`src/rtl/mem_ctrl_arbiter.sv`:
```
// mem_ctrl_arbiter: shares one byte-wide RAM port between instruction fetch and the
// load/store buffer, serializing word accesses into little-endian byte transfers.
module mem_ctrl_arbiter #(
  parameter logic [1:0] IO_MASK = 2'b11
) (
  input  logic        clk,
  input  logic        rst,
  input  logic        if_request_in,
  input  logic [31:0] if_address_in,
  output logic        if_ready_out,
  output logic [31:0] if_instruction_out,
  input  logic        lsb_request_in,
  input  logic        lsb_write_in,
  input  logic [31:0] lsb_address_in,
  input  logic [2:0]  lsb_size_in,
  input  logic [31:0] lsb_data_in,
  output logic        lsb_ready_out,
  output logic [31:0] lsb_data_out,
  input  logic        rob_rollback_in,
  input  logic [7:0]  mem_din_in,
  output logic [7:0]  mem_dout_out,
  output logic [31:0] mem_a_out,
  output logic        mem_wr_out,
  input  logic        io_buffer_full_in
);

  typedef enum logic [1:0] {IDLE, READ, WRITE} state_t;
  state_t state;

  logic        pend_if, pend_lsb;
  logic [31:0] pi_addr;
  logic [31:0] pl_addr, pl_data;
  logic [2:0]  pl_size;
  logic        pl_write;

  logic        cur_if;
  logic        last_grant_if;
  logic        cur_io;
  logic [2:0]  cnt;
  logic [1:0]  last;
  logic [31:0] wdata, rbuf;

  logic        if_new, lsb_new, if_avail, lsb_keep, lsb_avail;
  logic        grant_if, grant_lsb;
  logic [31:0] sel_if_addr, sel_lsb_addr, sel_lsb_data;
  logic [2:0]  sel_lsb_size;
  logic        sel_lsb_write;
  logic [31:0] g_addr;
  logic [1:0]  g_last;
  logic        g_write, g_io;
  logic [1:0]  cap_idx;
  logic [31:0] rd_word;

  function automatic logic [1:0] size_last(input logic [2:0] sz);
    case (sz)
      3'd1:    return 2'd0;
      3'd2:    return 2'd1;
      default: return 2'd3;
    endcase
  endfunction

  always_comb begin
    // A pulse is ignored while its requester is pending or in service; rollback drops reads.
    if_new  = if_request_in && !rob_rollback_in && !pend_if && !(state != IDLE && cur_if);
    lsb_new = lsb_request_in && !(rob_rollback_in && !lsb_write_in) && !pend_lsb &&
              !(state != IDLE && !cur_if);
    if_avail  = (pend_if && !rob_rollback_in) || if_new;
    lsb_keep  = pend_lsb && !(rob_rollback_in && !pl_write);
    lsb_avail = lsb_keep || lsb_new;

    sel_if_addr   = pend_if  ? pi_addr  : if_address_in;
    sel_lsb_addr  = pend_lsb ? pl_addr  : lsb_address_in;
    sel_lsb_data  = pend_lsb ? pl_data  : lsb_data_in;
    sel_lsb_size  = pend_lsb ? pl_size  : lsb_size_in;
    sel_lsb_write = pend_lsb ? pl_write : lsb_write_in;

    grant_if  = 1'b0;
    grant_lsb = 1'b0;
    if (state == IDLE) begin
      if (if_avail && lsb_avail) begin
        grant_if  = !last_grant_if;
        grant_lsb = last_grant_if;
      end else begin
        grant_if  = if_avail;
        grant_lsb = lsb_avail;
      end
    end

    g_addr  = grant_if ? sel_if_addr : sel_lsb_addr;
    g_last  = grant_if ? 2'd3 : size_last(sel_lsb_size);
    g_write = grant_lsb && sel_lsb_write;
    g_io    = (g_addr[17:16] == IO_MASK);

    // Byte arriving now belongs to the address issued one cycle earlier.
    cap_idx = cnt[1:0] - 2'd1;
    rd_word = rbuf;
    rd_word[{cap_idx, 3'b000} +: 8] = mem_din_in;
  end

  always_ff @(posedge clk) begin
    if (rst) begin
      state              <= IDLE;
      pend_if            <= 1'b0;
      pend_lsb           <= 1'b0;
      pi_addr            <= '0;
      pl_addr            <= '0;
      pl_data            <= '0;
      pl_size            <= '0;
      pl_write           <= 1'b0;
      cur_if             <= 1'b0;
      last_grant_if      <= 1'b1;
      cur_io             <= 1'b0;
      cnt                <= '0;
      last               <= '0;
      wdata              <= '0;
      rbuf               <= '0;
      if_ready_out       <= 1'b0;
      if_instruction_out <= '0;
      lsb_ready_out      <= 1'b0;
      lsb_data_out       <= '0;
      mem_dout_out       <= '0;
      mem_a_out          <= '0;
      mem_wr_out         <= 1'b0;
    end else begin
      if_ready_out  <= 1'b0;
      lsb_ready_out <= 1'b0;
      pend_if       <= if_avail && !grant_if;
      pend_lsb      <= lsb_avail && !grant_lsb;
      if (if_new) pi_addr <= if_address_in;
      if (lsb_new) begin
        pl_addr  <= lsb_address_in;
        pl_data  <= lsb_data_in;
        pl_size  <= lsb_size_in;
        pl_write <= lsb_write_in;
      end

      case (state)
        IDLE: begin
          if (grant_if || grant_lsb) begin
            cur_if        <= grant_if;
            last_grant_if <= grant_if;
            cur_io        <= g_io;
            last          <= g_last;
            cnt           <= '0;
            rbuf          <= '0;
            mem_a_out     <= g_addr;
            wdata         <= sel_lsb_data;
            if (g_write) begin
              state        <= WRITE;
              mem_dout_out <= sel_lsb_data[7:0];
              mem_wr_out   <= !(g_io && io_buffer_full_in);
            end else begin
              state      <= READ;
              mem_wr_out <= 1'b0;
            end
          end
        end

        READ: begin
          if (rob_rollback_in) begin
            state      <= IDLE;
            mem_wr_out <= 1'b0;
          end else begin
            cnt <= cnt + 3'd1;
            if (cnt < {1'b0, last}) mem_a_out <= mem_a_out + 32'd1;
            if (cnt != 3'd0) rbuf <= rd_word;
            if (cnt == {1'b0, last} + 3'd1) begin
              state <= IDLE;
              if (cur_if) begin
                if_ready_out       <= 1'b1;
                if_instruction_out <= rd_word;
              end else begin
                lsb_ready_out <= 1'b1;
                lsb_data_out  <= rd_word;
              end
            end
          end
        end

        WRITE: begin
          // mem_wr_out low here means the current byte is still stalled on the I/O buffer.
          if (mem_wr_out) begin
            if (cnt[1:0] == last) begin
              state         <= IDLE;
              mem_wr_out    <= 1'b0;
              lsb_ready_out <= 1'b1;
            end else begin
              cnt          <= cnt + 3'd1;
              mem_a_out    <= mem_a_out + 32'd1;
              mem_dout_out <= wdata[15:8];
              wdata        <= {8'h00, wdata[31:8]};
              mem_wr_out   <= !(cur_io && io_buffer_full_in);
            end
          end else begin
            mem_wr_out <= !(cur_io && io_buffer_full_in);
          end
        end

        default: state <= IDLE;
      endcase
    end
  end

endmodule

```
`config.mk`:
```
export PLATFORM = sky130hd
export DESIGN_NAME = mem_ctrl_arbiter
export DESIGN_NICKNAME = d
export VERILOG_FILES = /design/src/rtl/mem_ctrl_arbiter.sv
export SDC_FILE = /design/constraint.sdc
export NUM_CORES = 1
export LEC_CHECK = 0
export BUFFER_PORTS_ARGS = -buffer_cell sky130_fd_sc_hd__buf_2
export CORE_MARGIN = 5
export CORE_UTILIZATION = 55
export DETAILED_ROUTE_END_ITERATION = 7
export GPL_TIMING_DRIVEN = 0
export PLACE_DENSITY = 0.85
export SLEW_MARGIN = 20
export SYNTH_ARGS = -nofsm -noshare
export SYNTH_HDL_FRONTEND = slang
export SYNTH_SLANG_ARGS = --single-unit
```
`constraint.sdc`:
```
create_clock -name clk -period 3.2 [get_ports clk]
set_input_delay 0.8 -clock clk [delete_from_list [all_inputs] [get_ports clk]]
set_output_delay 0.8 -clock clk [all_outputs]
set_load 0.01 [all_outputs]
```
==> results of run 1 <==
[cell usage after synthesis (3+ instances only)]
cell / instances
a21o_1: 3
nand4_1: 10
o21ai_1: 4
nor2b_1: 34
buf_2: 20
ha_1: 13
a311oi_1: 5
nand2_1: 270
mux2_2: 8
o211ai_1: 8
o32ai_1: 10
xor2_1: 3
dfxtp_1: 275
o21ai_0: 52
nand3b_1: 33
and2_1: 4
a31oi_1: 3
nand3_1: 19
and3_1: 8
inv_1: 23
nand2b_1: 6
nor3_1: 15
or3_1: 11
a211oi_1: 76
buf_4: 3
o31ai_1: 6
buf_1: 20
clkbuf_1: 74
mux2i_1: 158
buf_6: 4
nor2_1: 137
nor4_1: 4
a21oi_1: 201
or2_2: 3
[how the worst max path moves through the flow]
stage / start / endpoint / slack (ns) / cells after the start
floorplan: rob_rollback_in / wdata[27]$_SDFFE_PP0P_ / 0.73 / 8
global placement: rob_rollback_in / if_instruction_out[2]$_SDFFE_PP0P_ / 0.32 / 8
detailed placement: cnt[0]$_SDFFE_PP0P_ / if_instruction_out[2]$_SDFFE_PP0P_ / 0.21 / 8
CTS: cnt[0]$_SDFFE_PP0P_ / if_instruction_out[2]$_SDFFE_PP0P_ / 0.13 / 8
global route: cnt[0]$_SDFFE_PP0P_ / if_instruction_out[2]$_SDFFE_PP0P_ / 0.03 / 7
finish: cnt[0]$_SDFFE_PP0P_ / if_instruction_out[2]$_SDFFE_PP0P_ / 0.21 / 7
[layer usage]
| metal | global-route usage [%] | share of wire [%] | vias up |
|---|---|---|---|
| met5 | 0 | 0 | - |
| met4 | 10.67 | 4.0 | 0 |
| met3 | 4.340 | 9.4 | 117 |
| met2 | 46.26 | 44 | 662 |
| met1 | 39.83 | 42 | 5946 |
| li1 | - | - | 5974 |
[stage by stage]
stage	instances	hold WS, ns	cell area [sq um]	worst slack (ns)	utilization, %
final	2156	0.4458	15490	0.2072	66.38
after global routing	2155	0.4622	15480	0.02548	66.37
after CTS	2155	0.4464	15490	0.1342	66.37
after detailed placement	2101	0.4384	14470	0.2078	62.00
after global placement	2101	0.4327	14470	0.3237	62.00
after floorplan	1564	0.4273	12970	0.7346	-
[cells by family after synthesis]
| family | after synthesis | synth area share (%) |
|---|---|---|
| and+or+nand+nor | 568 | 20.01 |
| AOI/OAI and AO/OA | 394 | 18.48 |
| DFF | 275 | 42.43 |
| muxes | 166 | 12.88 |
| buffers and inverters | 144 | 4.677 |
| adders and majority gates | 13 | 1.254 |
| xor gates and xnor gates | 4 | 0.2701 |
[critical path, stage by stage, from the launching register on]
cell	delay, ns
dfxtp_1	0.54
inv_1	0.18
ha_1	0.39
nor4_1	0.44
and2_1	0.53
clkbuf_1	0.43
nor2_1	0.10
a211oi_1	0.28
[power by group through the flow]
stage | Clock [mW] | Combinational, mW | Sequential [mW]
floorplan | 0 | 2.81 | 4.49
global placement | 0 | 4.12 | 4.47
detailed placement | 0 | 4.21 | 4.50
CTS | 3.58 | 4.24 | 4.43
global route | 3.75 | 4.68 | 4.52
finish | 3.58 | 4.33 | 4.45
[cell type report]
| type | count | share of cell area [%] |
|---|---|---|
| Timing Repair Buffer | 218 | 7.045 |
| Clock buffer | 43 | 5.687 |
| Tap cell | 319 | 2.577 |
| Sequential cell | 275 | 35.55 |
| Buffer | 120 | 3.337 |
| Inverter | 23 | 0.5574 |
| Antenna cell | 2 | 0.03232 |
| Multi-Input combinational cell | 1145 | 44.31 |
| Clock inverter | 11 | 0.9048 |
[sequential cells by signal (all words and copies together), names as in the netlist, 8 cells and up]
name / count
pl_addr: 32
lsb_data_out: 32
rbuf: 32
pi_addr: 32
if_instruction_out: 32
mem_a_out: 32
wdata: 24
mem_dout_out: 8
pl_data: 32
==> impl_metrics.env, run 1 <==
export IMPL_fill_cells=1928
export IMPL_netlist_area_sq_um=12970
export IMPL_routed_wl_um=40440
export IMPL_chipWidth_um=163.6
export IMPL_grt_first_pass_wirelength_um=63080
export IMPL_synth_edf_count=0
export IMPL_switching_share_pct=38.10
export IMPL_maxSlewHeadroom_pct=40.65
export IMPL_switching_power_mw=4.709
export IMPL_synth_seq_cells=275
export IMPL_r2r_cells=7
export IMPL_vias=12699
export IMPL_p_leak_nw=5.933
export IMPL_port_buffers=218
export IMPL_min_path_type="reg2reg"
export IMPL_clock_sinks=275
export IMPL_startpoint_type="register"
export IMPL_ys_flop_type="dfxtp_1"
export IMPL_crit_arrival_ns=3.44
export IMPL_cts_root_buf="clkbuf_16"
export IMPL_endpoint_kind="register"
export IMPL_synthTopCellsByArea="dfxtp_1 (42%), mux2i_1 (12%), nand2_1 (7.8%)"
export IMPL_cts_tree="done"
export IMPL_hold_start="rbuf[8]$_SDFFE_PP0P_"
export IMPL_async_reset_ff_share_pct=0
export IMPL_netlist_instances=1564
export IMPL_antenna_found_initial=1
export IMPL_final_common_cell="dfxtp_1"
export IMPL_cts_resized=0
export IMPL_post_route_period_util_pct=93.52
export IMPL_setup_viol=0
export IMPL_critPathMaxFanout=10
export IMPL_fp_coreArea_sq_um=23330
export IMPL_drt_pass1_iter_count=5
export IMPL_multiInputGateArea_sq_um=6863
export IMPL_dieArea_sq_um=26760
export IMPL_vdd_drop_max_v=0.0005513
export IMPL_r2r_slack_ns=0.21
export IMPL_worst_pin_slew_ns=0.8835
export IMPL_via_per_inst=5.890
export IMPL_die_h_um=163.6
export IMPL_p_int_mw=7.652
export IMPL_synth_top_cell_by_area="dfxtp_1"
export IMPL_worstSkewPairLatency_ns=0.56
export IMPL_clock_fmax_mhz=334.1
export IMPL_syn_to_final_growth_pct=19.36
export IMPL_combPwrFrac_pct=35.0
export IMPL_power_total_mw=12.36
export IMPL_avgSynthCellArea_sq_um=8.296
export IMPL_p_clk_share_pct=29.0
export IMPL_drive_gt1_share_pct=17.44
export IMPL_register_area_sq_um=5505
export IMPL_clkTransAtPathRegs_ns=0.06
export IMPL_status="finished clean"
export IMPL_rsz0062_at_grt="false"
export IMPL_r2r_end="if_instruction_out[2]$_SDFFE_PP0P_"
export IMPL_syn_nets=1691
export IMPL_finalHoldViolCount=0
export IMPL_layout_common_cells="dfxtp_1 (275), nand2_1 (270), buf_2 (238)"
export IMPL_ys_seq_area_share_pct=42.43
export IMPL_initial_core_util_pct=55.61
export IMPL_num_rows=56
export IMPL_gp_congestion=0.9232
export IMPL_min_to="rbuf[8]$_SDFFE_PP0P_"
export IMPL_worstPathRequired_ns=3.64
export IMPL_p_seq_share_pct=36.0
export IMPL_grt_max_degree=15
export IMPL_drv_slew=0
export IMPL_cts_max_level=1
export IMPL_postCtsSetupBuffers=0
export IMPL_skew_ns=0.02405
export IMPL_clock_path_buffers=3
export IMPL_fin_tns_setup_ns=0
export IMPL_dr_first_iter_drc_count=1269
export IMPL_antenna_left=0
export IMPL_hold_depth=2
export IMPL_layout_nets=1940
export IMPL_cap_violations=0
export IMPL_drc=0
export IMPL_numCtsBuffers=30
export IMPL_synth_warnings=0
export IMPL_post_route_min_period_ns=2.993
export IMPL_cts_hold_buf=0
export IMPL_ios=221
export IMPL_place_hpwl_um=29540
export IMPL_grt_pass1_vias=11773
export IMPL_wl_per_cell_um=18.76
export IMPL_netlist_area_leader_share_pct=42.43
export IMPL_grt_total_usage_pct=28.94
export IMPL_rr_startpoint="cnt[0]$_SDFFE_PP0P_"
export IMPL_power_density_nw_per_um2=798.1
export IMPL_criticalPathCategory="reg2reg"
export IMPL_overflow=0
export IMPL_synth_cell_types=66
Note: power is estimated with default switching activity, not from simulation.
==> run 2: changes to the inputs <==
--- a/config.mk
+++ b/config.mk
@@ -7,10 +7,10 @@
 export LEC_CHECK = 0
 export BUFFER_PORTS_ARGS = -buffer_cell sky130_fd_sc_hd__buf_2
 export CORE_MARGIN = 5
-export CORE_UTILIZATION = 55
+export CORE_UTILIZATION = 50
 export DETAILED_ROUTE_END_ITERATION = 7
 export GPL_TIMING_DRIVEN = 0
-export PLACE_DENSITY = 0.85
+export PLACE_DENSITY = 0.79
 export SLEW_MARGIN = 20
 export SYNTH_ARGS = -nofsm -noshare
 export SYNTH_HDL_FRONTEND = slang
==> run 2 against run 1 <==
  * Total power fell by 1.1%
  * Count of clock-buffer cells in the layout fell by 5
  * Highest routed layer is now met5
  * Critical endpoint is now if_instruction_out[3]$_SDFFE_PP0P_
  * Sequential cell count did not move
  * Critical path depth did not move
  * First-iteration DRC count fell by 17%
  * Critical path type unchanged
  * Via count fell by 0.95%
  * Non-clock buffer count did not move
  * Die area rose by 9.4%
  * Utilization fell by 6.5 points
  * Register-to-register slack improved by 0.05 ns
==> impl_metrics.env, run 2 (synthesized netlist as in run 1, its figures left out) <==
export IMPL_stdcell_area_sq_um=15460
export IMPL_clock_sinks=275
export IMPL_dpl_cell_area_sq_um=14490
export IMPL_grt_first_pass_wirelength_um=64290
export IMPL_cts_tree="done"
export IMPL_crit_buf_inv=2
export IMPL_cts_hold_buf=0
export IMPL_drv_slew=0
export IMPL_drc=0
export IMPL_setup_viol=0
export IMPL_initial_core_util_pct=50.22
export IMPL_critPathTopFamily="simple AND/OR/NAND/NOR gates"
export IMPL_numCtsBuffers=29
export IMPL_drt_pass1_iter_count=6
export IMPL_die_h_um=171.1
export IMPL_post_route_min_period_ns=2.942
export IMPL_post_route_period_util_pct=91.92
export IMPL_worstSkewPairLatency_ns=0.56
export IMPL_path_cells="inv_1 -> ha_1 -> nor4_1 -> and2_1 -> clkbuf_1 -> nor2_1 -> a211oi_1"
export IMPL_layout_nets=1939
export IMPL_postCtsSetupBuffers=0
export IMPL_clock_path_buffers=3
export IMPL_skew_ns=0.02277
export IMPL_final_common_cell="dfxtp_1"
export IMPL_via_per_inst=5.786
export IMPL_worst_pin_slew_ns=0.9737
export IMPL_cap_violations=0
export IMPL_syn_to_final_growth_pct=19.16
export IMPL_rsz0062_at_grt="false"
export IMPL_cts_resized=0
export IMPL_p_leak_nw=5.904
export IMPL_clkTransAtPathRegs_ns=0.06
export IMPL_dr_first_iter_drc_count=1053
export IMPL_endpoint_kind="register"
export IMPL_drive_gt1_share_pct=17.56
export IMPL_min_path_type="reg2reg"
export IMPL_crit_arrival_ns=3.39
export IMPL_worstPathRequired_ns=3.65
export IMPL_status="finished clean"
export IMPL_cts_root_buf="clkbuf_16"
export IMPL_criticalPathCategory="reg2reg"
export IMPL_vdd_drop_max_v=0.0005271
export IMPL_routed_wl_um=41540
export IMPL_ios=221
export IMPL_grt_total_usage_pct=27.08
export IMPL_num_rows=59
export IMPL_chipWidth_um=171.1
export IMPL_power_density_nw_per_um2=791.0
export IMPL_critPathMaxFanout=10
export IMPL_place_hpwl_um=30450
export IMPL_finalHoldViolCount=0
export IMPL_maxSlewHeadroom_pct=34.59
export IMPL_cts_max_level=1
export IMPL_slowest_stage="and2_1"
export IMPL_clock_fmax_mhz=340.0
export IMPL_fin_tns_setup_ns=0
export IMPL_antenna_left=0
export IMPL_r2r_slack_ns=0.26
export IMPL_dieArea_sq_um=29270
export IMPL_port_buffers=218
export IMPL_vias=12578
export IMPL_fill_cells=2350
export IMPL_layout_common_cells="dfxtp_1 (275), nand2_1 (270), buf_2 (238)"
export IMPL_wl_per_cell_um=19.11
export IMPL_startpoint_type="register"
export IMPL_gp_congestion=0.9782
export IMPL_antenna_found_initial=5
export IMPL_fp_coreArea_sq_um=25840
export IMPL_grt_pass1_vias=11612
export IMPL_overflow=0
export IMPL_grt_max_degree=15
export IMPL_crit_path_max_incr_delay_ns=0.53
-- run 2: cell count changes in the layout (fill, tap and decap cells not counted), moves of 2 or more --
cell        delta
clkbuf_1       -3
diode_2        +3
inv_6          +2
clkinvlp_4     +2
clkbuf_16      -2
-- run 2: metrics by stage --
stage	cells	power, mW	hold slack (ns)	util [%]	setup WS [ns]
5_1_grt	2173	12.84	0.4570	59.83	0.09548
3_5_place_dp	2117	8.757	0.4384	56.06	0.2148
2_1_floorplan	1564	7.298	0.4273	-	0.7346
3_3_place_gp	2117	8.686	0.4329	56.06	0.2847
4_1_cts	2170	12.15	0.4470	59.81	0.1527
6_report	2174	12.23	0.4476	59.84	0.2585
-- run 2: final timing paths --
path	from	endpoint	cells after the start
hold / removal	rbuf[21]$_SDFFE_PP0P_	rbuf[21]$_SDFFE_PP0P_	2
setup reg to reg	cnt[0]$_SDFFE_PP0P_	if_instruction_out[3]$_SDFFE_PP0P_	7
hold reg to reg	rbuf[21]$_SDFFE_PP0P_	rbuf[21]$_SDFFE_PP0P_	2
setup / recovery	cnt[0]$_SDFFE_PP0P_	if_instruction_out[3]$_SDFFE_PP0P_	7
-- run 2: metal layers --
layer	routed length, um	GRT usage (%)	part of all wire [%]
met5	13	0	0.031
met4	1317	8.612	3.2
met3	3942	4.783	9.5
met2	18660	42.23	45
met1	17610	38.30	42
-- run 2: worst register-to-register path, delay by kind of cell, from the launching register on --
kind | cells | cell delay (ns)
AO/OA/AOI/OAI | 1 | 0.25
adder cells (fa/ha/maj) | 1 | 0.38
buffers and inverters | 2 | 0.63
flip-flops | 1 | 0.52
AND/OR/NAND/NOR | 3 | 1.05
-- run 2: where the power goes --
part	total (mW)	internal [mW]	switching, mW
registers	4.44	3.99	0.457
logic	4.37	1.52	2.84
clock network	3.42	1.97	1.45
-- run 2: layout make-up --
class	instances	area, sq um	area share [%]
multi-input combinational	1145	6863	44.39
sequential	275	5505	35.61
timing repair buffer	218	1091	7.057
clock buffer	38	819.5	5.301
buffer	120	516.7	3.342
tap	335	419.2	2.711
clock inverter	15	147.6	0.9549
inverter	23	86.33	0.5584
antenna	5	12.51	0.08093
==> run 3: changes to the inputs <==
--- a/config.mk
+++ b/config.mk
@@ -6,11 +6,13 @@
 export NUM_CORES = 1
 export LEC_CHECK = 0
 export BUFFER_PORTS_ARGS = -buffer_cell sky130_fd_sc_hd__buf_2
+export CELL_PAD_IN_SITES_DETAIL_PLACEMENT = 1
+export CELL_PAD_IN_SITES_GLOBAL_PLACEMENT = 1
 export CORE_MARGIN = 5
-export CORE_UTILIZATION = 50
+export CORE_UTILIZATION = 42
 export DETAILED_ROUTE_END_ITERATION = 7
 export GPL_TIMING_DRIVEN = 0
-export PLACE_DENSITY = 0.79
+export PLACE_DENSITY = 0.87
 export SLEW_MARGIN = 20
 export SYNTH_ARGS = -nofsm -noshare
 export SYNTH_HDL_FRONTEND = slang
==> run 3 against run 2 <==
  * Total power up 1.0%
  * Die area up 18%
  * Combinational power up 3%
  * Clock power about the same
  * Sequential share of layout area down 0.14 points
  * Non-clock buffer count unchanged
  * Count of clock-buffer cells in the layout up 9
  * Fmax down 3.7%
  * Register-to-register slack worse by 0.11 ns
  * Global-route usage down 0.77 points
  * Sequential cell count unchanged
  * Utilization down 9.0 points
  * Critical endpoint is now if_instruction_out[20]$_SDFFE_PP0P_
  * Largest cell class unchanged
  * Highest routed layer unchanged
==> impl_metrics.env, run 3 (synthesized netlist as in run 1, its figures left out) <==
export IMPL_cts_hold_buf=0
export IMPL_wl_per_cell_um=21.12
export IMPL_gp_congestion=0.9250
export IMPL_cts_resized=0
export IMPL_hold_start="rbuf[30]$_SDFFE_PP0P_"
export IMPL_status="finished clean"
export IMPL_fin_ws_ns=0.1467
export IMPL_power_total_mw=12.35
export IMPL_numCtsBuffers=31
export IMPL_clkTransAtPathRegs_ns=0.06
export IMPL_finalHoldViolCount=0
export IMPL_startpoint_type="register"
export IMPL_register_area_sq_um=5505
export IMPL_p_int_mw=7.463
export IMPL_cts_root_buf="clkbuf_16"
export IMPL_worstSkewPairLatency_ns=0.57
export IMPL_rsz0062_at_grt="false"
export IMPL_endpoint_kind="register"
export IMPL_final_core_util_pct=50.88
export IMPL_cts_tree="done"
export IMPL_num_rows=64
export IMPL_antenna_left=0
export IMPL_worst_pin_slew_ns=0.9499
export IMPL_p_leak_nw=5.900
export IMPL_switching_share_pct=39.58
export IMPL_fin_tns_setup_ns=0
export IMPL_postCtsSetupBuffers=0
export IMPL_p_seq_share_pct=36.1
export IMPL_layout_common_cells="dfxtp_1 (275), nand2_1 (270), buf_2 (238)"
export IMPL_routed_wl_um=47170
export IMPL_ios=221
export IMPL_maxSlewHeadroom_pct=36.19
export IMPL_p_clk_share_pct=27.6
export IMPL_via_per_inst=5.799
export IMPL_critPathTopFamily="simple AND/OR/NAND/NOR gates"
export IMPL_cap_violations=0
export IMPL_slowest_stage="and2_1"
export IMPL_post_route_period_util_pct=95.42
export IMPL_clock_sinks=275
export IMPL_drv_slew=0
export IMPL_drc=0
export IMPL_clock_path_buffers=3
export IMPL_r2r_slack_ns=0.15
export IMPL_switching_power_mw=4.888
export IMPL_rr_startpoint="cnt[0]$_SDFFE_PP0P_"
export IMPL_syn_to_final_growth_pct=19.64
export IMPL_crit_arrival_ns=3.51
export IMPL_initial_core_util_pct=42.53
export IMPL_grt_first_pass_wirelength_um=72980
export IMPL_multiInputGateArea_sq_um=6863
export IMPL_grt_max_degree=16
export IMPL_chipWidth_um=185.8
export IMPL_grt_pass1_vias=13380
export IMPL_layout_nets=1941
export IMPL_pre_cts_ws_ns=0.1080
export IMPL_fp_coreArea_sq_um=30510
export IMPL_crit_path_max_incr_delay_ns=0.57
export IMPL_grt_total_usage_pct=26.31
export IMPL_cts_max_level=1
export IMPL_skew_ns=0.01486
export IMPL_criticalPathCategory="reg2reg"
export IMPL_power_density_nw_per_um2=795.7
export IMPL_combPwrFrac_pct=36.4
export IMPL_worstPathRequired_ns=3.66
export IMPL_post_route_min_period_ns=3.053
export IMPL_fill_cells=3719
export IMPL_dr_first_iter_drc_count=878
export IMPL_vdd_drop_max_v=0.0004995
export IMPL_antenna_found_initial=6
export IMPL_dpl_cell_area_sq_um=14560
export IMPL_critPathMaxFanout=10
export IMPL_drt_pass1_iter_count=6
export IMPL_die_h_um=185.8
export IMPL_crit_buf_inv=2
export IMPL_crit_path_start="cnt[0]$_SDFFE_PP0P_"
export IMPL_path_cells="inv_1 -> ha_1 -> nor4_1 -> and2_1 -> clkbuf_1 -> nor2_1 -> a211oi_1"
export IMPL_port_buffers=218
export IMPL_final_common_cell="dfxtp_1"
export IMPL_vias=12955
export IMPL_min_path_type="reg2reg"
export IMPL_dieArea_sq_um=34510
export IMPL_overflow=0
export IMPL_stdcell_area_sq_um=15520
export IMPL_setup_viol=0
export IMPL_place_hpwl_um=35040
export IMPL_drive_gt1_share_pct=17.28
export IMPL_clock_fmax_mhz=327.5
==> run 3: cell count changes in the layout (fill, tap and decap cells not counted) <==
| cell | previous run | this run |
|---|---|---|
| clkinvlp_4 | 3 | 1 |
| clkbuf_16 | 29 | 31 |
| clkinv_4 | 2 | 0 |
| bufinv_16 | 2 | 0 |
| clkbuf_8 | 6 | 8 |
| diode_2 | 5 | 4 |
| clkbuf_1 | 76 | 81 |
| clkinv_2 | 6 | 3 |
==> run 3: power by group through the flow <==
stage                     sequential [mW]  clock (mW)  combinational, mW
final                                4.46        3.40               4.49
after global routing                 4.52        3.57               4.88
after CTS                            4.44        3.45               4.43
after detailed placement             4.51           0               4.40
after global placement               4.47           0               4.24
after floorplan                      4.49           0               2.81
==> run 3: metal layers <==
metal  global-route usage (%)  vias to the layer above  wire, um  share of wire, %
met3                    4.456                      147      3356               7.1
met4                    8.627                        4      1729               3.7
met5                        0                        -        21             0.045
met1                    33.67                     6320     19720                42
li1                         -                     5987         -                 -
met2                    45.19                      497     22350                47
==> run 3: cell type report <==
class / count / share of cell area, %
flip-flops and latches: 275 / 35.46
multi-input cells: 1145 / 44.21
inverters: 23 / 0.5561
diodes: 4 / 0.06448
clock inverters: 6 / 0.2579
plain buffers: 120 / 3.329
well taps: 396 / 3.192
clock buffers: 47 / 5.900
repair buffers: 218 / 7.028
==> run 3: final timing paths <==
| check | cells past startpoint | endpoint |
|---|---|---|
| max | 7 | if_instruction_out[20]$_SDFFE_PP0P_ |
| min | 2 | rbuf[30]$_SDFFE_PP0P_ |
| max reg2reg | 7 | if_instruction_out[20]$_SDFFE_PP0P_ |
| min reg2reg | 2 | rbuf[30]$_SDFFE_PP0P_ |
==> run 3: stage by stage <==
step	std cells	hold slack, ns
final	2234	0.4481
after global routing	2234	0.4724
after CTS	2231	0.4483
after detailed placement	2178	0.4396
after global placement	2178	0.4325
after floorplan	1564	0.4273
==> run 3: tightest hold or removal path: stages, from the launching register on <==
cell	delay, ns
dfxtp_1	0.31
nand2_1	0.05
a21oi_1	0.05
